==> config.mk <==
export PLATFORM = sky130hd
export DESIGN_NAME = bldc_commutator
export DESIGN_NICKNAME = d
export VERILOG_FILES = /design/src/rtl/bldc_pkg.sv /design/src/rtl/bldc_commutator_hall_sync.sv /design/src/rtl/bldc_commutator.sv
export SDC_FILE = /design/constraint.sdc
export NUM_CORES = 1
export LEC_CHECK = 0
export ABC_AREA = 0
export CORE_MARGIN = 2
export CORE_UTILIZATION = 49
export CTS_CLUSTER_SIZE = 40
export DETAILED_ROUTE_END_ITERATION = 10
export HOLD_SLACK_MARGIN = 0.02
export PLACE_DENSITY_LB_ADDON = 0.25
export SLEW_MARGIN = 20
export SYNTH_ARGS = -nofsm -noshare
export SYNTH_HDL_FRONTEND = slang
export SYNTH_HIERARCHICAL = 1
export SYNTH_SLANG_ARGS = --single-unit
==> constraint.sdc <==
create_clock -name CLK -period 3.5 [get_ports CLK]
set_input_delay 0.7 -clock CLK [delete_from_list [all_inputs] [get_ports CLK]]
set_output_delay 0.7 -clock CLK [all_outputs]
set_load 0.01 [all_outputs]
==> src/rtl/bldc_pkg.sv <==
// Shared encodings and the forward commutation table for the BLDC commutator.
package bldc_pkg;

    localparam int unsigned HALL_W = 3;

    // FSM state encodings (visible on the STATE port)
    localparam logic [1:0] ST_IDLE = 2'b00;
    localparam logic [1:0] ST_DEAD = 2'b01;
    localparam logic [1:0] ST_RUN  = 2'b10;
    localparam logic [1:0] ST_FLT  = 2'b11;

    // Latched error codes, ordered by priority 01 > 10 > 11
    localparam logic [1:0] ERR_NONE  = 2'b00;
    localparam logic [1:0] ERR_EXT   = 2'b01;
    localparam logic [1:0] ERR_HALL  = 2'b10;
    localparam logic [1:0] ERR_STALL = 2'b11;

    // Hall codes that no rotor position can produce
    localparam logic [HALL_W-1:0] HALL_BAD_LO = 3'b000;
    localparam logic [HALL_W-1:0] HALL_BAD_HI = 3'b111;

    typedef struct packed {
        logic [2:0] hi;  // high-side phase, one-hot {C,B,A}
        logic [2:0] lo;  // low-side phase, one-hot {C,B,A}
    } phase_pair_t;

    function automatic logic hall_valid(input logic [HALL_W-1:0] h);
        return (h != HALL_BAD_LO) && (h != HALL_BAD_HI);
    endfunction

    // Forward six-step table; reverse is obtained by swapping hi and lo
    function automatic phase_pair_t sector_fwd(input logic [HALL_W-1:0] h);
        phase_pair_t p;
        case (h)
            3'b101:  p = '{hi: 3'b001, lo: 3'b010};  // A / B
            3'b100:  p = '{hi: 3'b001, lo: 3'b100};  // A / C
            3'b110:  p = '{hi: 3'b010, lo: 3'b100};  // B / C
            3'b010:  p = '{hi: 3'b010, lo: 3'b001};  // B / A
            3'b011:  p = '{hi: 3'b100, lo: 3'b001};  // C / A
            3'b001:  p = '{hi: 3'b100, lo: 3'b010};  // C / B
            default: p = '{hi: 3'b000, lo: 3'b000};
        endcase
        return p;
    endfunction

endpackage

==> src/rtl/bldc_commutator_hall_sync.sv <==
// Hall input conditioning: two-flop synchronizer followed by a stability debounce.
// The debounced code moves to a new value only after the synchronized code has
// differed from it and stayed constant for DEB_CYC consecutive cycles.
module hall_sync
    import bldc_pkg::*;
#(
    parameter int unsigned DEB_CYC = 4
) (
    input  logic              clk_i,
    input  logic              rst_ni,
    input  logic [HALL_W-1:0] hall_i,
    output logic [HALL_W-1:0] hall_o,
    output logic              chg_o
);

    localparam logic [7:0] DEB_LAST = 8'(DEB_CYC - 1);

    logic [HALL_W-1:0] s1_q, s2_q;
    logic [HALL_W-1:0] deb_q, deb_d;
    logic [7:0]        cnt_q, cnt_d;
    logic              chg_q, chg_d;

    // Debounce: count cycles the synchronized code has held a new value
    always_comb begin
        deb_d = deb_q;
        cnt_d = 8'd0;
        chg_d = 1'b0;
        if (s2_q != deb_q) begin
            if (cnt_q == DEB_LAST) begin
                deb_d = s2_q;
                chg_d = 1'b1;
            end else if (s1_q == s2_q) begin
                // s2 is not about to change, so this cycle extends the run
                cnt_d = cnt_q + 8'd1;
            end
        end
    end

    // Synchronizer and debounce state
    always_ff @(posedge clk_i or negedge rst_ni) begin
        if (!rst_ni) begin
            s1_q  <= '0;
            s2_q  <= '0;
            deb_q <= '0;
            cnt_q <= 8'd0;
            chg_q <= 1'b0;
        end else begin
            s1_q  <= hall_i;
            s2_q  <= s1_q;
            deb_q <= deb_d;
            cnt_q <= cnt_d;
            chg_q <= chg_d;
        end
    end

    assign hall_o = deb_q;
    assign chg_o  = chg_q;

endmodule

==> src/rtl/bldc_commutator.sv <==
// Six-step BLDC commutation controller: sector selection, dead-time insertion,
// duty ramping toward the commanded value and latched fault handling.
module bldc_commutator
    import bldc_pkg::*;
#(
    parameter int unsigned DEB_CYC   = 4,
    parameter int unsigned DEAD_CYC  = 8,
    parameter int unsigned RAMP_DIV  = 16,
    parameter int unsigned STALL_CYC = 1000000
) (
    input  logic        CLK,
    input  logic        RSTN,
    input  logic        RUN,
    input  logic        DIR,
    input  logic [7:0]  DUTY_CMD,
    input  logic [2:0]  HALL,
    input  logic        FAULT,
    input  logic        PWM_IN,
    output logic [7:0]  PWM_DUTY,
    output logic        PWM_EN,
    output logic [2:0]  GATE_H,
    output logic [2:0]  GATE_L,
    output logic [1:0]  STATE,
    output logic [1:0]  ERR
);

    localparam logic [7:0]  DEAD_LAST  = 8'(DEAD_CYC - 1);
    localparam logic [15:0] PRE_LAST   = 16'(RAMP_DIV - 1);
    localparam logic [23:0] STALL_LAST = 24'(STALL_CYC - 1);

    logic [2:0]  deb_hall;
    logic        hall_chg;
    logic        hall_ok;
    logic        stall_hit;
    logic        active;
    phase_pair_t pair;

    logic [1:0]  state_q, state_d;
    logic [1:0]  err_q, err_d;
    logic [7:0]  dead_q, dead_d;
    logic [15:0] pre_q, pre_d;
    logic [23:0] stall_q, stall_d;
    logic [7:0]  duty_q, duty_d;
    logic        en_q, en_d;
    logic [2:0]  hi_q, hi_d;
    logic [2:0]  lo_q, lo_d;
    logic [2:0]  sec_hall_q, sec_hall_d;
    logic        dir_q, dir_d;

    hall_sync #(
        .DEB_CYC (DEB_CYC)
    ) u_hall_sync (
        .clk_i  (CLK),
        .rst_ni (RSTN),
        .hall_i (HALL),
        .hall_o (deb_hall),
        .chg_o  (hall_chg)
    );

    assign hall_ok   = hall_valid(deb_hall);
    assign active    = (state_q == ST_DEAD) || (state_q == ST_RUN);
    // A Hall edge in the same cycle restarts the count instead of faulting
    assign stall_hit = (stall_q == STALL_LAST) && !hall_chg;

    // FSM next state and error latch; fault causes checked in priority order
    always_comb begin
        state_d = state_q;
        err_d   = err_q;
        case (state_q)
            ST_IDLE: begin
                if (FAULT) begin
                    state_d = ST_FLT;
                    err_d   = ERR_EXT;
                end else if (RUN && !hall_ok) begin
                    state_d = ST_FLT;
                    err_d   = ERR_HALL;
                end else if (RUN) begin
                    state_d = ST_DEAD;
                end
            end
            ST_DEAD, ST_RUN: begin
                if (FAULT) begin
                    state_d = ST_FLT;
                    err_d   = ERR_EXT;
                end else if (!hall_ok) begin
                    state_d = ST_FLT;
                    err_d   = ERR_HALL;
                end else if (stall_hit) begin
                    state_d = ST_FLT;
                    err_d   = ERR_STALL;
                end else if (!RUN) begin
                    state_d = ST_IDLE;
                end else if (state_q == ST_DEAD) begin
                    if (dead_q == DEAD_LAST) state_d = ST_RUN;
                end else if ((deb_hall != sec_hall_q) || (DIR != dir_q)) begin
                    state_d = ST_DEAD;
                end
            end
            default: begin
                if (!RUN && !FAULT) begin
                    state_d = ST_IDLE;
                    err_d   = ERR_NONE;
                end
            end
        endcase
    end

    // Gate masks: latched on DEAD->RUN, cleared whenever the next state is not RUN
    always_comb begin
        pair       = sector_fwd(deb_hall);
        sec_hall_d = sec_hall_q;
        dir_d      = dir_q;
        hi_d       = hi_q;
        lo_d       = lo_q;
        if (state_d != ST_RUN) begin
            hi_d = 3'b000;
            lo_d = 3'b000;
        end else if (state_q != ST_RUN) begin
            sec_hall_d = deb_hall;
            dir_d      = DIR;
            hi_d       = DIR ? pair.lo : pair.hi;
            lo_d       = DIR ? pair.hi : pair.lo;
        end
    end

    // Dead-time, ramp prescaler, stall counter and duty ramp
    always_comb begin
        dead_d  = (state_q == ST_DEAD) ? dead_q + 8'd1 : 8'd0;
        pre_d   = (!active || pre_q == PRE_LAST) ? 16'd0 : pre_q + 16'd1;
        stall_d = (!active || hall_chg) ? 24'd0 : stall_q + 24'd1;
        en_d    = (state_d == ST_DEAD) || (state_d == ST_RUN);
        duty_d  = duty_q;
        if (!en_d) begin
            duty_d = 8'd0;
        end else if (active && pre_q == PRE_LAST) begin
            // Step toward the command; the comparison keeps it from wrapping
            if (duty_q < DUTY_CMD)      duty_d = duty_q + 8'd1;
            else if (duty_q > DUTY_CMD) duty_d = duty_q - 8'd1;
        end
    end

    // Controller state registers
    always_ff @(posedge CLK or negedge RSTN) begin
        if (!RSTN) begin
            state_q    <= ST_IDLE;
            err_q      <= ERR_NONE;
            dead_q     <= 8'd0;
            pre_q      <= 16'd0;
            stall_q    <= 24'd0;
            duty_q     <= 8'd0;
            en_q       <= 1'b0;
            hi_q       <= 3'b000;
            lo_q       <= 3'b000;
            sec_hall_q <= 3'b000;
            dir_q      <= 1'b0;
        end else begin
            state_q    <= state_d;
            err_q      <= err_d;
            dead_q     <= dead_d;
            pre_q      <= pre_d;
            stall_q    <= stall_d;
            duty_q     <= duty_d;
            en_q       <= en_d;
            hi_q       <= hi_d;
            lo_q       <= lo_d;
            sec_hall_q <= sec_hall_d;
            dir_q      <= dir_d;
        end
    end

    // High side is chopped by the PWM generator; hi/lo masks are disjoint by table
    assign GATE_H   = hi_q & {3{PWM_IN}};
    assign GATE_L   = lo_q;
    assign PWM_DUTY = duty_q;
    assign PWM_EN   = en_q;
    assign STATE    = state_q;
    assign ERR      = err_q;

endmodule

* Yosys cells after proc, flatten, opt, wreduce, memory -nomap -nowiden
Index checks and enable logic that the tools add are counted. W data, S select, Z words.
Storage, ports and cells: register bits after elaboration 89, input bits 17, output and inout port bits 19, logic and storage cells 113
Operators by class: add/subtract/negate cells 6, order comparisons 2, equality and inequality tests 25, multiplexer cells 38, bitwise logic cells 2, reductions and logical operators 24
Operators with widths (count):
- $mux W8 | 8
- $pmux W6 S6 | 1
- $mux W2 | 17
- $add A24 B1 Y24 const B | 1
- $add A8 B1 Y8 const B | 3
- $eq A24 B20 Y1 const B | 1
- $mux W24 | 1
- $mux W3 | 6
- $add A16 B1 Y16 const B | 1
- $eq A16 B4 Y1 const B | 1
- $mux W16 | 1
- $eq A3 B3 Y1 const B | 3
- $eq A8 B2 Y1 const B | 1
- $eq A8 B3 Y1 const B | 1
- $gt A8 B8 Y1 | 1
- $lt A8 B8 Y1 | 1
- $pmux W2 S2 | 2
- $sub A8 B1 Y8 const B | 1
- $eq A3 B2 Y1 const B | 2
- $ne A3 B3 Y1 | 2
- $ne A3 B3 Y1 const B | 2
- $reduce_and A2 Y1 | 3
- $reduce_bool A3 Y1 | 2
- $logic_and A1 B1 Y1 | 5
- other kinds (18) | 30

* Logic depth before layout (Yosys ltp)
depth in word-level cells 13, gate-level depth with buffers 14, gate-level depth less buffers 14

* Hierarchy
The synthesis kept the hierarchy.
By module, submodules not included:
- bldc_commutator | instances 1, cells each 431, area an instance 4110.2 µm², seq. area each 1776.7 µm²
- hall_sync | instances 1, cells each 59, area an instance 782.0 µm², seq. area each 450.4 µm²

* Worst setup path after synthesis
Ideal clock, no wire load.
path type input to register, from in DUTY_CMD[1], to reg duty_q[6], in the netlist PWM_DUTY[6], setup time 0.104 ns, arrival 3.225 ns, setup slack 0.171 ns, stages 13, path buffers 0, path through inv_1 > ha_1 > nor2b_1 > o211ai_1 > a21oi_1 > or2_2 > ha_1 > nor2b_1 > o21ai_0 > a21boi_0 > o21a_1 > or4b_1 > o311ai_1
Between the ends: longest elaborated chain between the ends 4
RTL lines:
- from (decl) | line bldc_commutator.sv:15 | input logic [7:0] DUTY_CMD,
- $lt A8 B8 Y1 | line bldc_commutator.sv:137 | if (duty_q < DUTY_CMD) duty_d = duty_q + 8'd1;
- $mux W8 | line bldc_commutator.sv:137
- $mux W8 | line bldc_commutator.sv:135 | end else if (active && pre_q == PRE_LAST) begin
- $mux W8 | line bldc_commutator.sv:133 | if (!en_d) begin
- to (signal assigned) | line bldc_commutator.sv:162 | duty_q <= duty_d;
- to (decl) | line bldc_commutator.sv:43 | logic [7:0] duty_q, duty_d;
Parallel ways exist; a longest one is shown, timed or not. The select of a mux whose other input is x is not followed. A chain may end at the register's enable or synchronous reset.

* Worst setup path in the final report
from in DUTY_CMD[6], to reg duty_q[7], in the netlist PWM_DUTY[7]
The elaborated chain is that of the path after synthesis.

==> metrics.md <==
| Metric | Value |
|---|---|
| Final worst-path cycle share | `0.982` |
| # clock sinks | `89` |
| Critical path type | `in2reg` |
| Syn Inst Count | `490` |
| DIE AREA | `0.0108 mm2` |
| Clock Pin Slew Worst Setup and Hold Paths | `~0.090 ns` |
| Drt total wl | `between 9000 and 10000 um` |
| Setup WS post-layout | `just over 0.06 ns` |
| CORE AREA | `0.00973 mm2` |
| P&R area growth vs syn | `19.9%` |
| Net Count, Synth | `around 530` |
| Crit path cell chain | `clkdlybuf4s50_1, inv_1, ha_1, nand4_1, a21oi_2, or2_4, ha_4, nand3_2, o211ai_1, o41ai_2, or3_1, a21boi_2, mux2_4` |
| Setup Viol. Count Final | `0` |
| Number of synthesized register bits | `89` |
| Rows | `36` |
| Worst setup SP type | `input pin` |
| Critical Path RT | `around 3.7 ns` |
| Cells on worst reg2reg path | `12` |
| Worst Path Max Fanout | `6` |
| CTS tree | `yes` |
| Layout Cells excl Fill | `a little under 700` |
| Largest area contributor in the netlist | `dfrtp_1` |
| Wire length per cell | `approximately 14 um` |
| Port Buffers | `35` |
| Largest net degree at the start of global routing | `39` |
| Synth Flop Type | `dfrtp_1` |
| Average size of a mapped cell | `9.98 um2` |
| Post-layout util | `0.603` |
| Rel. slew slack | `0.388` |
| Pre-antenna DRT Iters | `4` |
| Outcome | `finished clean` |
| CTS Buffer Depth | `2` |
| P_leak | `~2.5 nW` |
| Initial antenna violation count | `0` |
| Crit path largest cell delay | `between 0.4 and 0.5 ns` |
| Max Cap Viol | `0` |
| Switching Power | `1.07 mW` |
| Inserted Clock Buffers | `9` |
| CTS root buf | `clkbuf_8` |
| Max Clock Freq | `roughly 290 MHz` |
| Reg2reg setup slack | `roughly 0.15 ns` |
| Sw Share | `0.361` |
| Async SR Flop Fraction | `1.00` |
| Initial DRC count | `~160` |
| Ant diodes | `0` |
| First-pass GRT wire length | `between 15000 and 20000 um` |
| Worst Path Arrival | `approximately 3.7 ns` |
| R2R Path End | `PWM_DUTY[7]$_DFFE_PN0P_` |
| Dpl ws | `-0.491 ns` |
| Hold buffer count at cts | `0` |
| Flop pwr share | `0.406` |
| Max-slew violations | `0` |
| Initial Util | `0.503` |
| Post-synth EDFFs | `0` |
| Vias in the first global route | `about 3500` |
| R2r startpoint | `PWM_DUTY[1]$_DFFE_PN0P_` |
| Slowest-stage cell, CP | `clkdlybuf4s50_1` |
| Share of the synthesized area in the top cell type | `0.455` |
| CTS H-Tree Depth | `3` |
| # fillers | `835` |
| Via density | `5.27` |
| Layout cell share with drive strength beyond 1 | `0.157` |
| Final hold viol count | `0` |
| Synthesis Warnings | `6` |
| Vias | `between 3000 and 4000` |
| Remaining Overflow, GRT | `0` |
| Worst setup EP type | `flop` |
| Register area share after synthesis | `0.455` |
| GP Congestion | `around 0.83` |
| Antenna viol nets, final | `0` |
| Worst Hold Class | `in2async` |
| Final nets | `just under 600` |
| Die Width | `between 100 and 150 um` |
| Commonest non-fill, non-tap cells in the layout | `dfrtp_1, nor2_1, clkdlybuf4s50_1, xnor2_1, xor2_1` |
| Logic gate share of total power | `0.348` |
| Top Ports | `36` |
| Area contributors post-synth | `dfrtp_1, ha_1, xnor2_1` |
| Synthesized cell area | `0.00489 mm2` |
| Power Internal | `1.89 mW` |
| Gr usage total | `0.183` |
| Final Cell Area | `around 0.0059 mm2` |
| Worst-Margin Slew | `about 0.9 ns` |
| # placed instances | `about 660` |
| Worst ir drop on vdd | `between 0.0002 and 0.0003 V` |
| Post-layout min period | `around 3.4 ns` |
| Clock Skew | `approximately 0.016 ns` |
| Count of different cell masters after synthesis | `60` |
| Commonest non-fill, non-tap cell in the layout | `dfrtp_1` |
| Die Y | `between 100 and 150 um` |
| Clk network pwr share | `0.246` |
| # DRC | `0` |
| Final Power | `2.97 mW` |
| Dpl cell area | `about 0.0055 mm2` |
| Power per standard cell area | `about 510 mW/mm2` |
| Clk_lat worst skew | `around 0.36 ns` |
| Detailed placer's ending HPWL | `~6600 um` |
## sequential cells by signal (all words and copies together), names as in the netlist, 8 cells and up
name	flops
stall_q	24
PWM_DUTY	8
u_hall_sync/cnt_q	8
pre_q	16
dead_q	8
## Yosys cell counts (5+ instances only)
| master | count |
|---|---|
| a21oi_1 | 25 |
| and2_1 | 11 |
| and3_1 | 8 |
| clkbuf_1 | 8 |
| dfrtp_1 | 89 |
| ha_1 | 24 |
| inv_1 | 23 |
| mux2_2 | 6 |
| mux2i_1 | 5 |
| nand2_1 | 19 |
| nand3_1 | 24 |
| nand3b_1 | 7 |
| nand4_1 | 11 |
| nor2_1 | 64 |
| nor2b_1 | 12 |
| nor3_1 | 6 |
| nor4_1 | 10 |
| o21ai_0 | 12 |
| or3_1 | 6 |
| or3b_2 | 6 |
| xnor2_1 | 32 |
| xor2_1 | 24 |
## per-layer routing
metal  vias to the layer above  share of wire  global-route usage
li1                       1817              -                   -
met1                      1717           0.48               0.245
met2                        46           0.47               0.296
met3                        11          0.035              0.0420
met4                         0          0.014              0.0589
met5                         -              0                   0
## per-stage QoR
stage,TNS [ns],hold WS [ns]
global placement,-0.787,0.390
CTS,0,0.312
finish,0,0.301
global route,-0.0479,0.322
detailed placement,-0.967,0.391
floorplan,0,0.373
## worst max path at each step
stage	start	endpoint	slack, ns	cells after the start
after global routing	DUTY_CMD[0]	PWM_DUTY[7]$_DFFE_PN0P_	-0.05	13
after detailed placement	DUTY_CMD[1]	PWM_DUTY[7]$_DFFE_PN0P_	-0.49	14
after CTS	DUTY_CMD[1]	PWM_DUTY[7]$_DFFE_PN0P_	0.02	14
final	DUTY_CMD[6]	PWM_DUTY[7]$_DFFE_PN0P_	0.06	13
after global placement	DUTY_CMD[1]	PWM_DUTY[7]$_DFFE_PN0P_	-0.40	14
after floorplan	DUTY_CMD[1]	PWM_DUTY[6]$_DFFE_PN0P_	0.17	13
## logic make-up (layout without fill, tap and decap cells)
| group | after synthesis | count (layout) | synth area share |
|---|---|---|---|
| buffers and inverters | 37 | 96 | 0.0325 |
| adder cells (fa/ha/maj) | 25 | 25 | 0.0655 |
| XOR/XNOR | 56 | 56 | 0.100 |
| AND/OR/NAND/NOR | 208 | 208 | 0.236 |
| AO/OA/AOI/OAI | 62 | 62 | 0.0811 |
| multiplexers | 13 | 13 | 0.0294 |
| flip-flops | 89 | 89 | 0.455 |
## cell type report
cell class	count	area, um2	share of cell area
clock buffer	12	155	0.0265
clock inverter	4	51.3	0.00875
inverter	23	86.3	0.0147
multi-input combinational	364	2660	0.454
sequential	89	2230	0.380
tap	133	166	0.0284
timing repair buffer	57	515	0.0879
## critical path: cells and delay by family
kind	cells	cell delay, ns
buffers and inverters	2	0.49
adder cells (fa/ha/maj)	2	0.60
AO/OA/AOI/OAI	4	0.64
multiplexers	1	0.30
AND/OR/NAND/NOR	4	0.94
## repair_timing
item,CTS,global route
cloned,0,0
pin swaps,1,10
gates resized for setup,6,19
buffers inserted,0,2
setup endpoints to repair,2,2
## power groups by stage
stage | combinational, mW | sequential, mW | clock, mW
2_1_floorplan | 0.706 | 1.22 | 0
3_3_place_gp | 1.00 | 1.22 | 0
3_5_place_dp | 1.02 | 1.22 | 0
4_1_cts | 1.03 | 1.20 | 0.749
5_1_grt | 1.16 | 1.22 | 0.790
6_report | 1.03 | 1.20 | 0.730
Note: power is estimated with default switching activity, not from simulation.
